### src/rtl/instr_decoder.sv
// Decode stage for the 16-bit Harvard processor.
// A packed 32-bit instruction word is unpacked into register, immediate,
// address and ALU-control fields. An output register (OR) holds the decoded
// bundle and a skid register (SR) holds one raw word. This gives full
// throughput while letting back-pressure reach fetch through a registered
// in_ready. Two counters track delivered bundles and delivered illegal bundles.
//
// Handshake: a transfer happens on a rising edge where valid and ready are
// both 1. A producer holds valid and its payload until that edge. The DUT
// holds out_valid and every bundle field stable while out_valid && !out_ready.
// in_ready depends only on registered state and flush, so it never depends
// combinationally on in_valid.
module instr_decoder #(
    parameter logic [5:0] OPC_MAX = 6'h10,
    parameter int         CNT_W   = 16
) (
    input  logic             clk,
    input  logic             rst_n,
    input  logic             flush,
    input  logic             in_valid,
    output logic             in_ready,
    input  logic [31:0]      in_instr,
    output logic             out_valid,
    input  logic             out_ready,
    output logic [5:0]       opcode,
    output logic [4:0]       rdst2,
    output logic [4:0]       rdst1,
    output logic [4:0]       rsrc2,
    output logic [4:0]       rsrc1,
    output logic [15:0]      imm,
    output logic [7:0]       mem_addr,
    output logic [3:0]       alu_op,
    output logic [2:0]       fmt,
    output logic             reg_we,
    output logic             mem_rd,
    output logic             mem_wr,
    output logic             illegal,
    output logic [CNT_W-1:0] instr_count,
    output logic [7:0]       illegal_count
);

    typedef enum logic [2:0] {
        FMT_LDI     = 3'd0,
        FMT_MOV     = 3'd1,
        FMT_LD      = 3'd2,
        FMT_ST      = 3'd3,
        FMT_ALU     = 3'd4,
        FMT_ILLEGAL = 3'd7
    } fmt_e;

    typedef struct packed {
        logic [5:0]  opcode;
        logic [4:0]  rdst2;
        logic [4:0]  rdst1;
        logic [4:0]  rsrc2;
        logic [4:0]  rsrc1;
        logic [15:0] imm;
        logic [7:0]  mem_addr;
        logic [3:0]  alu_op;
        fmt_e        fmt;
        logic        reg_we;
        logic        mem_rd;
        logic        mem_wr;
        logic        illegal;
    } bundle_t;

    localparam logic [5:0] OPC_LDI     = 6'h00;
    localparam logic [5:0] OPC_MOV     = 6'h01;
    localparam logic [5:0] OPC_LD      = 6'h02;
    localparam logic [5:0] OPC_ST      = 6'h03;
    localparam logic [5:0] OPC_ALU_LO  = 6'h04;
    localparam logic [5:0] OPC_ALU_HI  = 6'h10;
    localparam logic [7:0] ILL_CNT_MAX = 8'hFF;

    // Registered state
    bundle_t            or_q, or_d;
    logic               or_valid_q, or_valid_d;
    logic [31:0]        sr_word_q, sr_word_d;
    logic               sr_valid_q, sr_valid_d;
    logic [CNT_W-1:0]   instr_count_q, instr_count_d;
    logic [7:0]         illegal_count_q, illegal_count_d;

    // Datapath helpers
    logic [31:0]        dec_src;
    bundle_t            dec;
    logic [5:0]         dec_opc;
    logic [5:0]         alu_full;
    logic               accept;
    logic               deliver;

    // Ready only when the skid slot is free and no flush is in progress.
    always_comb begin
        in_ready = !sr_valid_q && !flush;
        accept   = in_valid && in_ready;
        deliver  = or_valid_q && out_ready;
    end

    // Choose the decode source. A full SR blocks accepts, so in_instr is
    // never needed in the same cycle that SR drains into OR.
    always_comb begin
        dec_src = sr_valid_q ? sr_word_q : in_instr;
    end

    // Combinational field unpacking of the selected source word.
    always_comb begin
        dec      = '0;
        dec_opc  = dec_src[31:26];
        alu_full = dec_opc - OPC_ALU_LO;

        dec.opcode  = dec_opc;
        dec.rdst2   = dec_src[25:21];
        dec.rdst1   = dec_src[20:16];
        dec.rsrc2   = dec_src[9:5];
        dec.rsrc1   = dec_src[4:0];
        dec.imm     = dec_src[15:0];
        dec.illegal = (dec_opc > OPC_MAX);

        // MOV and ST carry their second source in the low register slot.
        if (dec_opc == OPC_MOV || dec_opc == OPC_ST) begin
            dec.rsrc2 = dec_src[4:0];
        end

        // LD takes a low-byte address; ST packs its address above the
        // register fields, mirroring the data-memory word writer.
        if (dec_opc == OPC_LD) begin
            dec.mem_addr = dec_src[7:0];
        end else if (dec_opc == OPC_ST) begin
            dec.mem_addr = dec_src[25:18];
        end

        if (dec_opc >= OPC_ALU_LO && dec_opc <= OPC_ALU_HI) begin
            dec.alu_op = alu_full[3:0];
        end

        // Format and control strobes. Opcodes without a format, and anything
        // flagged illegal, produce no side effects.
        dec.fmt = FMT_ILLEGAL;
        if (!dec.illegal) begin
            if (dec_opc == OPC_LDI) begin
                dec.fmt    = FMT_LDI;
                dec.reg_we = 1'b1;
            end else if (dec_opc == OPC_MOV) begin
                dec.fmt    = FMT_MOV;
                dec.reg_we = 1'b1;
            end else if (dec_opc == OPC_LD) begin
                dec.fmt    = FMT_LD;
                dec.reg_we = 1'b1;
                dec.mem_rd = 1'b1;
            end else if (dec_opc == OPC_ST) begin
                dec.fmt    = FMT_ST;
                dec.mem_wr = 1'b1;
            end else if (dec_opc >= OPC_ALU_LO && dec_opc <= OPC_ALU_HI) begin
                dec.fmt    = FMT_ALU;
                dec.reg_we = 1'b1;
            end
        end
    end

    // Next-state for the OR/SR pair: drain SR first, else load the new word
    // into OR when it is free or draining, else park the word in SR.
    always_comb begin
        or_d       = or_q;
        or_valid_d = or_valid_q;
        sr_word_d  = sr_word_q;
        sr_valid_d = sr_valid_q;

        if (flush) begin
            or_valid_d = 1'b0;
            sr_valid_d = 1'b0;
        end else if (sr_valid_q && out_ready) begin
            or_d       = dec;
            or_valid_d = 1'b1;
            sr_valid_d = 1'b0;
        end else if (accept && (!or_valid_q || out_ready)) begin
            or_d       = dec;
            or_valid_d = 1'b1;
        end else if (accept) begin
            sr_word_d  = in_instr;
            sr_valid_d = 1'b1;
        end else if (deliver) begin
            or_valid_d = 1'b0;
        end
    end

    // Delivery counters; a handshake in a flush cycle still counts.
    always_comb begin
        instr_count_d   = instr_count_q;
        illegal_count_d = illegal_count_q;
        if (deliver) begin
            instr_count_d = instr_count_q + 1'b1;
            if (or_q.illegal && illegal_count_q != ILL_CNT_MAX) begin
                illegal_count_d = illegal_count_q + 8'd1;
            end
        end
    end

    // State registers with asynchronous reset.
    always_ff @(posedge clk or negedge rst_n) begin
        if (!rst_n) begin
            or_q            <= '0;
            or_valid_q      <= 1'b0;
            sr_word_q       <= '0;
            sr_valid_q      <= 1'b0;
            instr_count_q   <= '0;
            illegal_count_q <= '0;
        end else begin
            or_q            <= or_d;
            or_valid_q      <= or_valid_d;
            sr_word_q       <= sr_word_d;
            sr_valid_q      <= sr_valid_d;
            instr_count_q   <= instr_count_d;
            illegal_count_q <= illegal_count_d;
        end
    end

    // Output drive straight from the registered bundle.
    always_comb begin
        out_valid     = or_valid_q;
        opcode        = or_q.opcode;
        rdst2         = or_q.rdst2;
        rdst1         = or_q.rdst1;
        rsrc2         = or_q.rsrc2;
        rsrc1         = or_q.rsrc1;
        imm           = or_q.imm;
        mem_addr      = or_q.mem_addr;
        alu_op        = or_q.alu_op;
        fmt           = or_q.fmt;
        reg_we        = or_q.reg_we;
        mem_rd        = or_q.mem_rd;
        mem_wr        = or_q.mem_wr;
        illegal       = or_q.illegal;
        instr_count   = instr_count_q;
        illegal_count = illegal_count_q;
    end

endmodule
### config.mk
export PLATFORM = sky130hd
export DESIGN_NAME = instr_decoder
export DESIGN_NICKNAME = d
export VERILOG_FILES = /design/src/rtl/instr_decoder.sv
export SDC_FILE = /design/constraint.sdc
export NUM_CORES = 1
export LEC_CHECK = 0
export CAP_MARGIN = 10
export CORE_UTILIZATION = 53
export DETAILED_ROUTE_END_ITERATION = 8
export GPL_ROUTABILITY_DRIVEN = 1
export PLACE_DENSITY_LB_ADDON = 0.25
export SLEW_MARGIN = 20
export SYNTH_ARGS = -nofsm -noshare
export SYNTH_HDL_FRONTEND = slang
export SYNTH_SLANG_ARGS = --single-unit
### constraint.sdc
create_clock -name clk -period 4.9 [get_ports clk]
set_input_delay 0.98 -clock clk [delete_from_list [all_inputs] [get_ports clk]]
set_output_delay 0.98 -clock clk [all_outputs]
set_load 0.005 [all_outputs]
### After elaboration in Yosys (flattened, before gate mapping)

Cells that the tools add are included.

* register bits after elaboration: 119
* bits in latches: 0
* bits in writable memories: 0
* memory bits (read-only): 0
* input port bits: 37
* word-level logic and storage cells: 82
* memories: 0

* add/subtract/negate cells: 3
* multipliers: 0
* div/mod/pow operators: 0
* order comparisons: 3
* equal/unequal tests: 6
* shift operators: 0
* mux-type cells: 28
* bitwise logic cells: 3
* reductions and logical operators: 21

Operators by type and width (number)
* 61-bit two-way mux: 2
* 32-bit two-way mux: 1
* 16-bit by 1-bit adder with 16-bit output, second input constant: 1
* 4-bit two-way mux: 4
* 8-bit two-way mux: 2
* 1-bit two-way mux: 13
* 6-bit by 2-bit == test with 1-bit output, second input constant: 2
* 8-bit by 1-bit adder with 8-bit output, second input constant: 1
* 8-bit != test, second input constant: 1
* 2-bit AND reduction: 4
* 1-bit logical AND: 7
* 6-bit by 1-bit == test with 1-bit output, second input constant: 1
* 6-bit by 3-bit greater-or-equal comparator with 1-bit output, second input constant: 1
* 6-bit by 5-bit greater-than comparator with 1-bit output, second input constant: 1
* 6-bit by 5-bit <= comparator with 1-bit output, second input constant: 1
* 6-bit logical NOT: 1
* 3-bit two-way mux: 2
* 6-bit two-way mux: 1
* 5-bit two-way mux: 1
* 2-bit two-way mux: 2
* 4-bit by 2-bit != test with 1-bit output, second input constant: 1
* 4-bit AND reduction: 1
* 4-bit nonzero test: 1
* 4-bit by 3-bit subtractor with 4-bit output, second input constant: 1
* other kinds (6): 11

### Logic depth before layout (Yosys ltp)

Gate-level depths: netlist of run 1.

* word-level depth: 11
* depth in mapped cells: 10
* mapped depth without buffers: 7

### Worst setup path before layout of run 1

No wires, ideal clock.

* path type: input to register
* start: input in_instr[29]
* end: register or_q (netlist bit rsrc2[3])
* arrival: 2152 ps
* data required time: 4774 ps
* slack: 2622 ps
* stages: 5
* path through: mux2i_1 > ha_1 > nand3_1 > buf_2 > a221o_1

* cells in the longest elaborated chain, start to end: 6

Ends and longest elaborated chain
* start: declaration: line 22 `input logic [31:0] in_instr,`
* 32-bit two-way mux *: line 101 `dec_src = sr_valid_q ? sr_word_q : in_instr;`
* 6-bit by 1-bit == test with 1-bit output or 6-bit by 2-bit == test with 1-bit output (tied branches): line 119 `if (dec_opc == OPC_MOV || dec_opc == OPC_ST) begin`
* 1-bit logical OR *: line 119
* 5-bit two-way mux *: line 119
* 61-bit two-way mux: line 174 `end else if (accept && (!or_valid_q || out_ready)) begin`
* 61-bit two-way mux *: line 170 `end else if (sr_valid_q && out_ready) begin`
* end signal: assignment: line 207 `or_q <= or_d;`
* end: declaration: line 76 `bundle_t or_q, or_d;`

Every way passes the cells marked *; elsewhere a longest branch is shown, timed or not. The select of a mux whose other input is x is not followed.
A chain may end at the register's enable or synchronous reset.

### Final worst setup path of run 1

* start: input flush
* end: output in_ready

* cells in the longest elaborated chain, start to end: 2

Ends and longest elaborated chain
* start: declaration: line 19 `input logic flush,`
* 1-bit logical NOT: line 93 `in_ready = !sr_valid_q && !flush;`
* 1-bit logical AND: line 93
* end: declaration: line 21 `output logic in_ready,`

No other way between the ends.

==> results.ini, run 1 <==
[sta]
whs_ns=0.463
achievable-frequency_mhz=320
final-max-slew-violation-count=0
max-slew-margin-rel_pct=38.3
worst_pin_slew_ns=0.925
setup_repair_after_global_routing_missed_its_margin=no
setup_viol=0
final_hold_viol_count=0
finalClockSkew_ns=0.00710
totalNegativeSetupSlack_ns=0
post_route_clock_period_utilization_pct=63.8
final_period_demand_of_the_worst_path_ns=3.12

[min_path]
min_delay_worst_endpoint=instr_count[15]$_DFFE_PN0P_
min_delay_path_depth=1
hold_class=reg -> reg
hold_start=instr_count[15]$_DFFE_PN0P_

[clock_tree]
cts.sink_count=114
cts_htree_levels=4
max-clock-path-buffers=2
clock_tree.root_cell=sky130_fd_sc_hd__clkbuf_8
cts.clk_slew.worst_paths_ns=0.06
postCtsSetupRepairBufs=0
tritoncts.num_buffers=17
clk_latency_ns=0.51
cts_repair_resized_insts=0
holdBufCountCts=0
tritoncts_clock_tree=done

[die]
dieArea_sq_um=9890
die_w_um=99.4
floorplan.initialDensity_pct=54.5
die_y_um=99.4
io_pins=124
row_count=35
core_region_area_sq_um=9240

[worst_setup_path]
critical_path.top_delay_family=buffers and inverters
worst_setup_path_start_kind=input pin
critical_path.cell_chain=clkdlybuf4s50_1, nor2_1, clkdlybuf4s50_1
worst-r2r-cell-count=5
endpoint_kind=output pin
timing.critical_path.slowest_cell_delay_ns=0.52
timing_worst_setup_path_type=in -> out
critical_path_buf_inv_count=2
slowest_cell_on_the_critical_path=sky130_fd_sc_hd__clkdlybuf4s50_1
crit-reg2reg-capture=rsrc2[4]$_DFFE_PN0P_
path_max_fanout=5
setup.reg_to_reg.worst_slack_ns=1.95
cp_dominant_cell_by_count=sky130_fd_sc_hd__clkdlybuf4s50_1
worstPathRequired_ns=3.92
crit_arrival_ns=2.14
critical_register_to_register_path_startpoint=sr_valid_q$_DFFE_PN0P_

[layout]
highest_count_cells_in_the_layout_ignoring_fill_and_taps=sky130_fd_sc_hd__clkdlybuf4s50_1, sky130_fd_sc_hd__dfrtp_1, sky130_fd_sc_hd__nand2_1
multiInputGateArea_sq_um=2010
layout.cells.most_common=sky130_fd_sc_hd__clkdlybuf4s50_1
proportion_of_layout_cells_with_a_drive_suffix_above_1_pct=15.7
synthToLayoutAreaGrowth_pct=37.1
filler_cell_count=617
seqCellArea_sq_um=2850
design.final.nets=589
antennaDiodeCount=0

[power_and_ir_drop]
totalPowerFinal_uw=2930
power.density_nw_per_um2=425
p_leak_uw=0.00296
worst_voltage_drop_across_the_vdd_grid_mv=0.231

[routing]
drt_iter0_markers=140
vias=3723
wire_per_inst_um=16.5
via_per_inst=5.40
drc=0
antenna_left=0
finalWirelength_mm=11.4
dr.pass1.iters=5

[synth]
ys.warnings.count=0
ys_seq_area_share_pct=56.7
syn-instance-count=427
synthDominantCellAreaShare_pct=56.7
post_synth_edffs=0
netlist_top_cells_area=sky130_fd_sc_hd__dfrtp_1, sky130_fd_sc_hd__mux2_2, sky130_fd_sc_hd__mux2i_1
yosys_register_bits=114
mappedNetlistArea_sq_um=5030
synthArstFlopShare_pct=100
synthFlopType=sky130_fd_sc_hd__dfrtp_1
netlist-cell-type-count=39
synth.net_count=469
post_synth.cell_area_avg_sq_um=11.8
yosysTopAreaCell=sky130_fd_sc_hd__dfrtp_1

[place]
detailed_place_hpwl_mm=7.55
numPortBuffers=123
routabilityCongestion=0.791

[global_routing]
pin_count_of_the_biggest_net_entering_global_routing=74
initial_antenna_violation_count=0
grt_pass1_wl_mm=18.5
first_global_vias=3758
gr-total-overflow=0
grtUsageTotal_pct=24.3

[status]
run_status=complete, no violations

[run]
max_cap_violations=0

[area by class of cell]
cell class | instances | area share (%)
Sequential cell | 114 | 41.4
Clock buffer | 19 | 6.40
Tap cell | 129 | 2.34
Clock inverter | 13 | 1.98
Inverter | 9 | 0.490
Multi-Input combinational cell | 277 | 29.1
Timing Repair Buffer | 128 | 18.3
[how the worst max path moves through the flow]
stage	from	endpoint	slack, ns	cells past startpoint
finish	flush	in_ready	1.78	3
global route	flush	in_ready	1.72	3
floorplan	in_instr[29]	rsrc2[3]$_DFFE_PN0P_	2.62	5
CTS	flush	in_ready	1.78	3
global placement	flush	in_ready	1.80	3
detailed placement	flush	in_ready	1.78	3
[report_power, final]
group	internal (uW)	switching, uW	leakage (uW)
Combinational	324	193	0.00125
Clock	747	435	0.000276
Sequential	1110	125	0.00143
Total	2180	753	0.00296
[cells by family after synthesis]
family,count (synthesis),share of synthesized area (%)
compound gates,59,8.18
mux,65,13.9
xor+xnor,22,3.83
flops,114,56.7
simple gates,126,12.2
buf+inv,36,3.90
fa+ha+maj,5,1.24
[flip-flops by register name, indices dropped and copies added, names as in the netlist]
register       count
fmt                3
reg_we             1
opcode             6
instr_count       16
alu_op             4
rdst1              5
illegal_count      8
mem_wr             1
sr_valid_q         1
mem_rd             1
rsrc1              4
out_valid          1
mem_addr           8
rdst2              5
illegal            1
sr_word_q         32
rsrc2              5
imm               12
[worst reg2reg max path, stage by stage (launching register included)]
cell and delay (ns):
sky130_fd_sc_hd__dfrtp_2 0.46, sky130_fd_sc_hd__buf_4 0.56, sky130_fd_sc_hd__mux2i_1 0.52, sky130_fd_sc_hd__ha_1 0.45
sky130_fd_sc_hd__nand3_1 0.43, sky130_fd_sc_hd__a221o_1 0.42
[through the flow]
| stage | util [%] | instance area [sq um] | cells | setup slack (ns) |
|---|---|---|---|---|
| 2_1_floorplan | - | 5030 | 427 | 2.62 |
| 3_3_place_gp | 68.4 | 6320 | 657 | 1.80 |
| 3_5_place_dp | 68.4 | 6320 | 657 | 1.78 |
| 4_1_cts | 74.7 | 6900 | 689 | 1.78 |
| 5_1_grt | 74.7 | 6900 | 689 | 1.72 |
| 6_report | 74.7 | 6900 | 689 | 1.78 |
[cell usage after synthesis, types with 3 or more instances]
cell and instances:
sky130_fd_sc_hd__mux2_2 40, sky130_fd_sc_hd__and3_1 3, sky130_fd_sc_hd__nand2b_1 3, sky130_fd_sc_hd__o21ai_0 32, sky130_fd_sc_hd__o211ai_1 3, sky130_fd_sc_hd__nand3_1 14
sky130_fd_sc_hd__nand2_1 65, sky130_fd_sc_hd__ha_1 5, sky130_fd_sc_hd__buf_2 13, sky130_fd_sc_hd__buf_4 10, sky130_fd_sc_hd__dfrtp_1 114, sky130_fd_sc_hd__clkbuf_1 3
sky130_fd_sc_hd__mux2i_1 25, sky130_fd_sc_hd__nor3_1 13, sky130_fd_sc_hd__nand4_1 4, sky130_fd_sc_hd__a31oi_1 5, sky130_fd_sc_hd__inv_1 9, sky130_fd_sc_hd__xor2_1 5
sky130_fd_sc_hd__nor2_1 13, sky130_fd_sc_hd__a221o_1 10, sky130_fd_sc_hd__xnor2_1 17
[layer usage]
layer	track usage (%)	vias up	share of wire, %
li1	-	1735	-
met1	31.2	1848	44
met2	39.2	122	49
met3	6.61	18	5.6
met4	9.95	0	1.3
met5	0	-	0
Power figures use the tool's default switching activity.
==> inputs of run 2 (changes only) <==
--- a/config.mk
+++ b/config.mk
@@ -6,7 +6,7 @@
 export NUM_CORES = 1
 export LEC_CHECK = 0
 export CAP_MARGIN = 10
-export CORE_UTILIZATION = 53
+export CORE_UTILIZATION = 49
 export DETAILED_ROUTE_END_ITERATION = 8
 export GPL_ROUTABILITY_DRIVEN = 1
 export PLACE_DENSITY_LB_ADDON = 0.25
==> constraint.sdc (replaced) <==
create_clock -name clk -period 3 [get_ports clk]
set_input_delay 0.6 -clock clk [delete_from_list [all_inputs] [get_ports clk]]
set_output_delay 0.6 -clock clk [all_outputs]
set_load 0.005 [all_outputs]
==> results.ini, run 2 (synthesis gave the netlist of run 1 again) <==
[global_routing]
gr-total-overflow=0
pin_count_of_the_biggest_net_entering_global_routing=45
first_global_vias=3725
initial_antenna_violation_count=0
grt_pass1_wl_mm=18.2
grtUsageTotal_pct=23.1

[die]
io_pins=124
row_count=36
core_region_area_sq_um=9860
floorplan.initialDensity_pct=51.0
dieArea_sq_um=10700
die_w_um=103
die_y_um=103

[clock_tree]
tritoncts_clock_tree=done
cts_htree_levels=4
postCtsSetupRepairBufs=0
max-clock-path-buffers=2
holdBufCountCts=0
cts.sink_count=114
tritoncts.num_buffers=17
cts.clk_slew.worst_paths_ns=0.06
clock_tree.root_cell=sky130_fd_sc_hd__clkbuf_8
clk_latency_ns=0.51
cts_repair_resized_insts=0

[sta]
post_route_clock_period_utilization_pct=88.7
whs_ns=0.0790
final_period_demand_of_the_worst_path_ns=2.66
final_hold_viol_count=0
setup_viol=0
final-max-slew-violation-count=0
totalNegativeSetupSlack_ns=0
achievable-frequency_mhz=376
worst_pin_slew_ns=0.599
setup_repair_after_global_routing_missed_its_margin=no
finalClockSkew_ns=0.00649
max-slew-margin-rel_pct=60.1

[worst_setup_path]
worst_setup_path_start_kind=flip-flop
crit_arrival_ns=2.06
timing_worst_setup_path_type=reg -> out
path_max_fanout=15
worstPathRequired_ns=2.40
endpoint_kind=output pin

[layout]
antennaDiodeCount=0
layout.cell_area.non_filler_sq_um=6990
seqCellArea_sq_um=2850
highest_count_cells_in_the_layout_ignoring_fill_and_taps=sky130_fd_sc_hd__clkdlybuf4s50_1, sky130_fd_sc_hd__dfrtp_1, sky130_fd_sc_hd__nand2_1
multiInputGateArea_sq_um=2010
proportion_of_layout_cells_with_a_drive_suffix_above_1_pct=16.6
design.final.nets=595
largest_register_ffs=32
synthToLayoutAreaGrowth_pct=38.8
top_register=sr_word_q
filler_cell_count=719
layout.cells.most_common=sky130_fd_sc_hd__clkdlybuf4s50_1

[power_and_ir_drop]
power.density_nw_per_um2=691
worst_voltage_drop_across_the_vdd_grid_mv=0.383
p_leak_uw=0.00301

[routing]
antenna_left=0
vias=3717
finalWirelength_mm=11.5
dr.pass1.iters=4
drt_iter0_markers=125
wire_per_inst_um=16.5
via_per_inst=5.32
drc=0

[run]
max_cap_violations=0

[place]
placed_cell_area_sq_um=6400
routabilityCongestion=0.799
numPortBuffers=123
detailed_place_hpwl_mm=8.13

[status]
run_status=complete, no violations

[min_path]
hold_class=in -> async

## run 2: path summary, 6_finish.rpt
kind / start / to / cells past startpoint / slack (ns)
min in group clk: opcode[1]$_DFFE_PN0P_ / opcode[1]$_DFFE_PN0P_ / 2 / 0.48
min reg2reg: opcode[1]$_DFFE_PN0P_ / opcode[1]$_DFFE_PN0P_ / 2 / 0.48
max: sr_valid_q$_DFFE_PN0P_ / in_ready / 3 / 0.34
min: rst_n / instr_count[13]$_DFFE_PN0P_ / 1 / 0.08
max in group asynchronous: rst_n / mem_addr[2]$_DFFE_PN0P_ / 2 / 2.27
max reg2reg: sr_valid_q$_DFFE_PN0P_ / rsrc2[3]$_DFFE_PN0P_ / 5 / 0.55
## run 2: worst max-delay path: stages, from the launching register on
cell	delay (ns)
sky130_fd_sc_hd__dfrtp_2	0.59
sky130_fd_sc_hd__buf_4	0.29
sky130_fd_sc_hd__nor2_1	0.14
sky130_fd_sc_hd__clkdlybuf4s50_1	0.53
## run 2: layout make-up
type | instances | share of cell area [%]
Clock buffer | 17 | 5.93
Sequential cell | 114 | 40.9
Timing Repair Buffer | 134 | 19.1
Inverter | 9 | 0.484
Clock inverter | 15 | 2.49
Multi-Input combinational cell | 277 | 28.7
Tap cell | 133 | 2.38
## run 2: per-stage QoR
stage | power (uW) | setup WS (ns) | util [%] | cells
3_5_place_dp | 2890 | 0.302 | 64.9 | 667
4_1_cts | 4880 | 0.326 | 70.8 | 699
6_report | 4830 | 0.339 | 70.8 | 699
3_3_place_gp | 2840 | 0.387 | 64.9 | 667
5_1_grt | 5060 | 0.276 | 70.8 | 699
2_1_floorplan | 2360 | 0.775 | - | 427
## run 2: power breakdown
part	leakage, uW	internal (uW)	switching [uW]
Combinational	0.00129	535	312
Sequential	0.00143	1810	203
Clock	0.000293	1210	762
Total	0.00301	3550	1280
## run 2: routing by layer
| metal | GRT usage, % | routed length (um) | share of wire [%] | vias up |
|---|---|---|---|---|
| met5 | 0 | 0 | 0 | - |
| met4 | 9.53 | 195 | 1.7 | 0 |
| met3 | 6.32 | 667 | 5.8 | 16 |
| met2 | 37.2 | 5750 | 50 | 116 |
| met1 | 29.5 | 4910 | 43 | 1833 |
| li1 | - | - | - | 1752 |
==> inputs of run 3 (changes only) <==
--- a/config.mk
+++ b/config.mk
@@ -5,6 +5,7 @@
 export SDC_FILE = /design/constraint.sdc
 export NUM_CORES = 1
 export LEC_CHECK = 0
+export ABC_CLOCK_PERIOD_IN_PS = 3000
 export CAP_MARGIN = 10
 export CORE_UTILIZATION = 49
 export DETAILED_ROUTE_END_ITERATION = 8
==> results of run 3 <==
The final DEF is identical to that of run 2; final timing and power are the same.
